### src/rtl/fp_addsub_seq.sv
// Handshake sequencer for the double-precision add/sub datapath.
// Drives the stage code and latched operands; returns result or error.
module fp_addsub_seq #(
   parameter int NORM_MAX = 56,
   parameter int CNT_W    = 6
) (
   input  logic        clk,
   input  logic        rst_n,
   input  logic        flush,
   input  logic        in_valid,
   output logic        in_ready,
   input  logic [63:0] in_op1,
   input  logic [63:0] in_op2,
   input  logic [2:0]  in_mode,
   output logic [63:0] operand_1,
   output logic [63:0] operand_2,
   output logic [2:0]  mode,
   output logic [3:0]  state,
   input  logic        norm_done,
   input  logic [63:0] dp_result,
   output logic        out_valid,
   input  logic        out_ready,
   output logic [63:0] out_result,
   output logic        out_err,
   output logic        busy
);

   typedef enum logic [3:0] {
      S_IDLE = 4'd0,
      S_COMP = 4'd1,
      S_ADD  = 4'd2,
      S_NORM = 4'd3,
      S_DONE = 4'd4
   } state_t;

   localparam logic [63:0] QNAN = 64'h7FF8_0000_0000_0000;
   localparam logic [CNT_W-1:0] CNT_MAX = CNT_W'(NORM_MAX);

   state_t           state_q, state_d;
   logic [63:0]      op1_q, op1_d;
   logic [63:0]      op2_q, op2_d;
   logic [2:0]       mode_q, mode_d;
   logic [63:0]      res_q, res_d;
   logic             err_q, err_d;
   logic             vld_q, vld_d;
   logic [CNT_W-1:0] cnt_q, cnt_d;

   assign in_ready   = (state_q == S_IDLE) && !flush;
   assign busy       = (state_q != S_IDLE);
   assign state      = state_q;
   assign operand_1  = op1_q;
   assign operand_2  = op2_q;
   assign mode       = mode_q;
   assign out_valid  = vld_q;
   assign out_result = res_q;
   assign out_err    = err_q;

   always_comb begin
      state_d = state_q;
      op1_d   = op1_q;
      op2_d   = op2_q;
      mode_d  = mode_q;
      res_d   = res_q;
      err_d   = err_q;
      cnt_d   = cnt_q;
      if (flush) begin
         state_d = S_IDLE;
         err_d   = 1'b0;
         cnt_d   = '0;
      end else begin
         unique case (state_q)
            S_IDLE: begin
               if (in_valid) begin
                  op1_d  = in_op1;
                  op2_d  = in_op2;
                  mode_d = in_mode;
                  // modes with bit 1 set (2,3,6,7) are illegal
                  if (in_mode[1]) begin
                     state_d = S_DONE;
                     res_d   = '0;
                     err_d   = 1'b1;
                  end else begin
                     state_d = S_COMP;
                  end
               end
            end
            S_COMP: state_d = S_ADD;
            S_ADD: begin
               state_d = S_NORM;
               cnt_d   = CNT_W'(1);
            end
            S_NORM: begin
               if (norm_done) begin
                  state_d = S_DONE;
                  res_d   = dp_result;
                  err_d   = 1'b0;
               end else if (cnt_q == CNT_MAX) begin
                  state_d = S_DONE;
                  res_d   = QNAN;
                  err_d   = 1'b1;
               end else begin
                  cnt_d = cnt_q + CNT_W'(1);
               end
            end
            S_DONE: begin
               if (out_ready) state_d = S_IDLE;
            end
            default: state_d = S_IDLE;
         endcase
      end
      vld_d = (state_d == S_DONE);
   end

   always_ff @(posedge clk or negedge rst_n) begin
      if (!rst_n) begin
         state_q <= S_IDLE;
         op1_q   <= '0;
         op2_q   <= '0;
         mode_q  <= '0;
         res_q   <= '0;
         err_q   <= 1'b0;
         vld_q   <= 1'b0;
         cnt_q   <= '0;
      end else begin
         state_q <= state_d;
         op1_q   <= op1_d;
         op2_q   <= op2_d;
         mode_q  <= mode_d;
         res_q   <= res_d;
         err_q   <= err_d;
         vld_q   <= vld_d;
         cnt_q   <= cnt_d;
      end
   end

endmodule
### config.mk
export PLATFORM = sky130hd
export DESIGN_NAME = fp_addsub_seq
export DESIGN_NICKNAME = d
export VERILOG_FILES = /design/src/rtl/fp_addsub_seq.sv
export SDC_FILE = /design/constraint.sdc
export NUM_CORES = 1
export LEC_CHECK = 0
export CAP_MARGIN = 20
export CORE_AREA = 2 2 158 160
export DETAILED_ROUTE_END_ITERATION = 10
export DIE_AREA = 0 0 160 162
export PLACE_DENSITY = 0.65
export SLEW_MARGIN = 20
export SYNTH_ARGS = -nofsm -noshare
export SYNTH_HDL_FRONTEND = slang
export SYNTH_SLANG_ARGS = --single-unit
### constraint.sdc
create_clock -name clk -period 2.58 [get_ports clk]
set_clock_uncertainty 0.05 [all_clocks]
set_input_delay 0.258 -clock clk [delete_from_list [all_inputs] [get_ports clk]]
set_output_delay 0.258 -clock clk [all_outputs]
set_load 0.01 [all_outputs]
==> results of run 1 <==
-- stage by stage --
step | std cells | worst slack, ns | hold WS (ns) | power (W) | util
detailed placement | 1221 | 0.3398 | 0.2896 | 0.006414 | 0.5283
global route | 1261 | 0.09127 | 0.2878 | 0.01010 | 0.5605
global placement | 1221 | 0.3615 | 0.2857 | 0.006377 | 0.5283
CTS | 1260 | 0.1377 | 0.2778 | 0.009826 | 0.5604
floorplan | 505 | 0.6391 | -0.08759 | 0.004877 | -
finish | 1261 | 0.1732 | 0.2992 | 0.009678 | 0.5605
-- cells in the mapped netlist (2+ instances only) --
cell and count:
mux2_4 90, nor4_1 2, and3_1 2, buf_2 9
clkbuf_1 10, buf_6 10, a32o_1 2, inv_1 2
nor3_1 2, ha_1 2, nor2_1 9, dfrtp_1 207
nand3_1 6, nand2_1 5, a31o_2 2, a22o_1 64
nand2b_1 12, nor2b_1 2, mux2_2 41
-- cell type report --
cell class	instances	area [sq um]
fillers	2046	10590
diodes	1	2.502
repair buffers	424	4285
flip-flops and latches	207	5180
inverters	2	7.507
clock buffers	33	663.1
multi-input cells	265	2868
well taps	324	405.4
clock inverters	5	100.1
-- worst max-delay path: stages (launching register included) --
cell and delay (ns):
dfrtp_1 0.47, or2_2 0.37, nor2_4 0.18, clkdlybuf4s50_1 0.58
-- where the power goes --
group,total [W],switching [W],internal [W]
Clock,0.00334,0.00127,0.00207
Sequential,0.00394,0.000244,0.00370
Combinational,0.00239,0.000827,0.00157
-- sequential cells by signal (all words and copies together) (netlist names) --
signal and count:
cnt_q 6, mode 3, operand_1 64, operand_2 64
out_err 1, out_result 64, out_valid 1, state 4
-- kinds of logic after synthesis --
| family | after synthesis | synth area share |
|---|---|---|
| flip-flops | 207 | 0.6284 |
| multiplexers | 132 | 0.2212 |
| AO/OA/AOI/OAI | 79 | 0.08409 |
| AND/OR/NAND/NOR | 50 | 0.03567 |
| buffers and inverters | 33 | 0.02611 |
| adder cells (fa/ha/maj) | 2 | 0.003035 |
| other | 1 | 0.0004549 |
| XOR/XNOR | 1 | 0.001063 |
-- layer usage --
metal	share of wire	routed length, um	vias to the layer above
met3	0.086	2181	42
li1	-	-	2668
met5	0.00051	13	-
met1	0.41	10420	2892
met2	0.48	12210	274
met4	0.024	623	2
-- how the worst max path moves through the flow --
stage                     cells past startpoint     start  slack [ns]             to
after floorplan                               7  state[3]        0.64        mode[0]
after global placement                        6     flush        0.36  operand_2[17]
after detailed placement                      6     flush        0.34  operand_2[16]
after CTS                                     3  state[0]        0.14       in_ready
after global routing                          3  state[0]        0.09       in_ready
final                                         3  state[0]        0.17       in_ready
==> results.md, run 1 <==
* Final instance area at 13,510 sq um
* Post-CTS Resized at 0
* Commonest non-fill, non-tap cell in the layout: clkdlybuf4s50_1
* Reg2Reg Setup Slack at 0.47 ns
* Detailed Route Iter0 Violations at 215
* IO Port Bufs at 403
* Global-route wire length before repair at 38,490 um
* Routed vias/inst at 4.661
* Synth top area share at 0.6284
* Die extent in x at 160 um
* Syn Std Cell Area at 8243 sq um
* Max Clk Rate at 415.5 MHz
* TNS Setup at 0 ns
* Crit start category: register
* Clock Latency Late Sink at 0.50 ns
* Global Route Usage Sum at 0.1907
* Synth cell types at 45
* NumNets Final at 1,126
* Hold Path Class: input port to asynchronous set/reset pin
* Post-synth EDFFs at 0
* CTS tree: done
* Fin. Hold Viols at 0
* Postcts setup bufs at 0
* H-Tree Depth at 1
* Vias in the first global route at 6,293
* Post-synthesis sequential area ratio at 0.6284
* WP data required at 2.27 ns
* Maximum VDD drop at 0.0004350 V
* Die H at 162 um
* CTS max path bufs at 3
* CP endpoint kind: output pin
* Met3 Use GR at 0.06078
* Cell Area, Placed at 12,740 sq um
* Avg WL per Cell at 20.18 um
* Crit share post-route at 0.9329
* Ports at 404
* Maxcap violations at 0
* RR Startpoint: cnt_q[0]
* Slew Limit Fails at 0
* Total number of vias at 5,878
* Avg Inst Size Synth at 16.32 sq um
* Top post-synthesis cells by area: dfrtp_1, mux2_4, a22o_1
* Largest net degree at the start of global routing at 73
* DRT antenna net count at 0
* Gpl congestion at 0.8253
* Clock root cell: clkbuf_16
* Rel. slew slack at 0.5826
* Initial antenna violation count at 2
* DR DRC count at 0
* Detailed Routing Iterations Pass 1 at 4
* Initial Util at 0.3419
* Syn Inst Count at 505
* Fin crit period at 2.407 ns
* Worst slew pin tran at 0.6261 ns
* Final Setup Violations at 0
* Outcome: complete, no violations
* Unrepaired setup endpoints after global routing: no
* Synth Register Bits at 207
* Post-DP HPWL at 18,890 um
* Std-Cell Rows at 57
* Worst R2R End: out_result[14]
* DIE AREA at 25,920 sq um
* Syn. warnings at 0
* Cts hold-fix bufs at 1
* WL final at 25,450 um
* R2R depth at 7
* Gr busiest metal: met2
* CTS buffer count at 23
* Crit path DAT at 2.10 ns
* PD cells at 716.2 nW/um^2
* Synthesis-to-finish area growth at 63.92%
* Most frequent cells in the layout: clkdlybuf4s50_1, dfrtp_1, mux2_4, a22o_1, mux2_2
* Main synth FF type: dfrtp_1
* Clk pin slew, worst setup/hold paths at 0.06 ns
* Fraction of registers with async set/reset at 1.000
* GRT met2 Usage at 0.3215
* Leakage power at 6.056 nW
* Setup CP Type: register to output pin
* Post-Synthesis Net Count at 708
* CTS Sinks at 207
* Met1 Track Usage GR at 0.2386
* GRT overflow at 0
* Largest fanout on the critical path at 9
* Yosys top cell by area: dfrtp_1
* Proportion of layout cells with a drive suffix above 1 at 0.2083
* CORE AREA at 24,110 sq um
Power figures use the tool's default switching activity.
==> run 2, diff against run 1 <==
Settings changed: CORE_AREA 2 2 158 160 to 2 2 159 161, DIE_AREA 0 0 160 162 to 0 0 161 163, DONT_BUFFER_PORTS from default to 1, PLACE_DENSITY 0.65 to 0.44.
==> run 2 against run 1 <==
  * The run now fails in clock tree synthesis
  * Area after synthesis stayed put
  * Synthesized cell count stayed put
==> results.md, run 2 <==
* Exit stage: clock tree synthesis
* Syn Inst Count at 505 (unchanged)
* Post-synth EDFFs at 0 (unchanged)
* Post-DP HPWL at 14,500 um (-23%)
* Outcome: did not finish
* Syn Std Cell Area at 8243 sq um (unchanged)
* Postcts setup bufs at 0 (unchanged)
* Cts hold-fix bufs at 172 (+171)
* Std-Cell Rows at 58 (+1.8%)
* Fraction of registers with async set/reset at 1.000 (unchanged)
* Syn. warnings at 0 (unchanged)
* Synth Register Bits at 207 (unchanged)
* Cell Area, Placed at 8561 sq um (-33%)
* Synth top area share at 0.6284 (unchanged)
* Gpl congestion at 0.7659 (-7.2%)
* IO Port Bufs at 0 (-100%)
* Post-CTS Resized at 0 (unchanged)
* Yosys top cell by area: dfrtp_1
* Clock root cell: clkbuf_16
* Synth cell count leaders: dfrtp_1, mux2_4, a22o_1
* Post-Synthesis Net Count at 708 (unchanged)
* Avg Inst Size Synth at 16.32 sq um (unchanged)
* Ports at 404 (unchanged)
* Die H at 163 um (+0.62%)
* Initial Util at 0.3341 (-0.007872)
* CTS max path bufs at 3 (unchanged)
* CTS buffer count at 23 (unchanged)
* Post-synthesis sequential area ratio at 0.6284 (unchanged)
* Main synth FF type: dfrtp_1
* Err: [ERROR RSZ-0060] Max buffer count reached.
* Die extent in x at 161 um (+0.63%)
* Synth cell types at 45 (unchanged)
* Top post-synthesis cells by area: dfrtp_1, mux2_4, a22o_1
* H-Tree Depth at 1 (unchanged)
* CTS Sinks at 207 (unchanged)
* Most common cell in the netlist: dfrtp_1
==> run 2: cell counts after synthesis <==
Identical to the previous run, type by type.
==> run 2: kinds of logic after synthesis <==
logic type | synth area share
multiplexers | 0.2212
adder cells (fa/ha/maj) | 0.003035
XOR/XNOR | 0.001063
AND/OR/NAND/NOR | 0.03567
flip-flops | 0.6284
AO/OA/AOI/OAI | 0.08409
other | 0.0004549
buffers and inverters | 0.02611
==> run 2: metrics by stage <==
step	setup slack [ns]	instances
after detailed placement	0.4544	813
after global placement	0.4728	813
after floorplan	0.6391	505
==> run 3, diff against run 2 <==
Settings changed: CORE_AREA 2 2 159 161 to 2 2 156 158, DIE_AREA 0 0 161 163 to 0 0 158 160, PLACE_DENSITY 0.44 to default, PLACE_DENSITY_LB_ADDON from default to 0.15.
==> run 3 against run 2 <==
  * The run again fails in clock tree synthesis
  * Area after synthesis did not move
  * Synthesized cell count stayed put
==> results.md, run 3 <==
* Cts hold-fix bufs at 170 (-1.2%)
* XOR/XNOR share of the synthesized area at 0.001063 (unchanged)
* Synth Register Bits at 207 (unchanged)
* Exit stage: clock tree synthesis
* Post-CTS Resized at 0 (unchanged)
* Postcts setup bufs at 0 (unchanged)
* Mux cell area share after synthesis at 0.2212 (unchanged)
* Avg Inst Size Synth at 16.32 sq um (unchanged)
* Clock root cell: clkbuf_16
* Main synth FF type: dfrtp_1
* Post-synth EDFFs at 0 (unchanged)
* Err: [ERROR RSZ-0060] Max buffer count reached.
* Post-synthesis adder-cell area fraction at 0.003036 (unchanged)
* CTS buffer count at 22 (-4.3%)
* Post-DP HPWL at 14,460 um (-0.28%)
* Yosys top cell by area: dfrtp_1
* Gpl congestion at 0.7754 (+1.2%)
* Die extent in x at 158 um (-1.9%)
* Top post-synthesis cells by area: dfrtp_1, mux2_4, a22o_1
* Synth Area in Compound Gates at 0.08409 (unchanged)
* Syn Inst Count at 505 (unchanged)
* Simple-gate area share of the yosys netlist at 0.03567 (unchanged)
* Syn. warnings at 0 (unchanged)
* Ports at 404 (unchanged)
* Die H at 160 um (-1.8%)
* Post-synthesis sequential area ratio at 0.6284 (unchanged)
* Synth cell count leaders: dfrtp_1, mux2_4, a22o_1
* Largest family of logic cells by synthesized area: multiplexers
* Std-Cell Rows at 57 (-1.7%)
* IO Port Bufs at 0 (unchanged)
* Most common cell in the netlist: dfrtp_1
* Syn Std Cell Area at 8243 sq um (unchanged)
* Initial Util at 0.3460 (+0.01197)
* Synth cell types at 45 (unchanged)
* Fraction of registers with async set/reset at 1.000 (unchanged)
* H-Tree Depth at 1 (unchanged)
* Outcome: did not finish
* Synth top area share at 0.6284 (unchanged)
* CTS max path bufs at 3 (unchanged)
* Post-Synthesis Net Count at 708 (unchanged)
* CTS Sinks at 207 (unchanged)
[run 3: cell counts after synthesis]
Identical to the previous run, type by type.
[run 3: cell families after synthesis]
kind of cell | after synthesis
flip-flops | 207
multiplexers | 132
AO/OA/AOI/OAI | 79
AND/OR/NAND/NOR | 50
buffers and inverters | 33
adder cells (fa/ha/maj) | 2
other | 1
XOR/XNOR | 1
[run 3: metrics by stage]
stage	util	hold WS, ns	cell area [sq um]	cells	worst slack, ns
detailed placement	0.3594	-0.08257	8561	808	0.5173
global placement	0.3594	-0.08061	8561	808	0.5705
floorplan	-	-0.08759	8243	505	0.6391
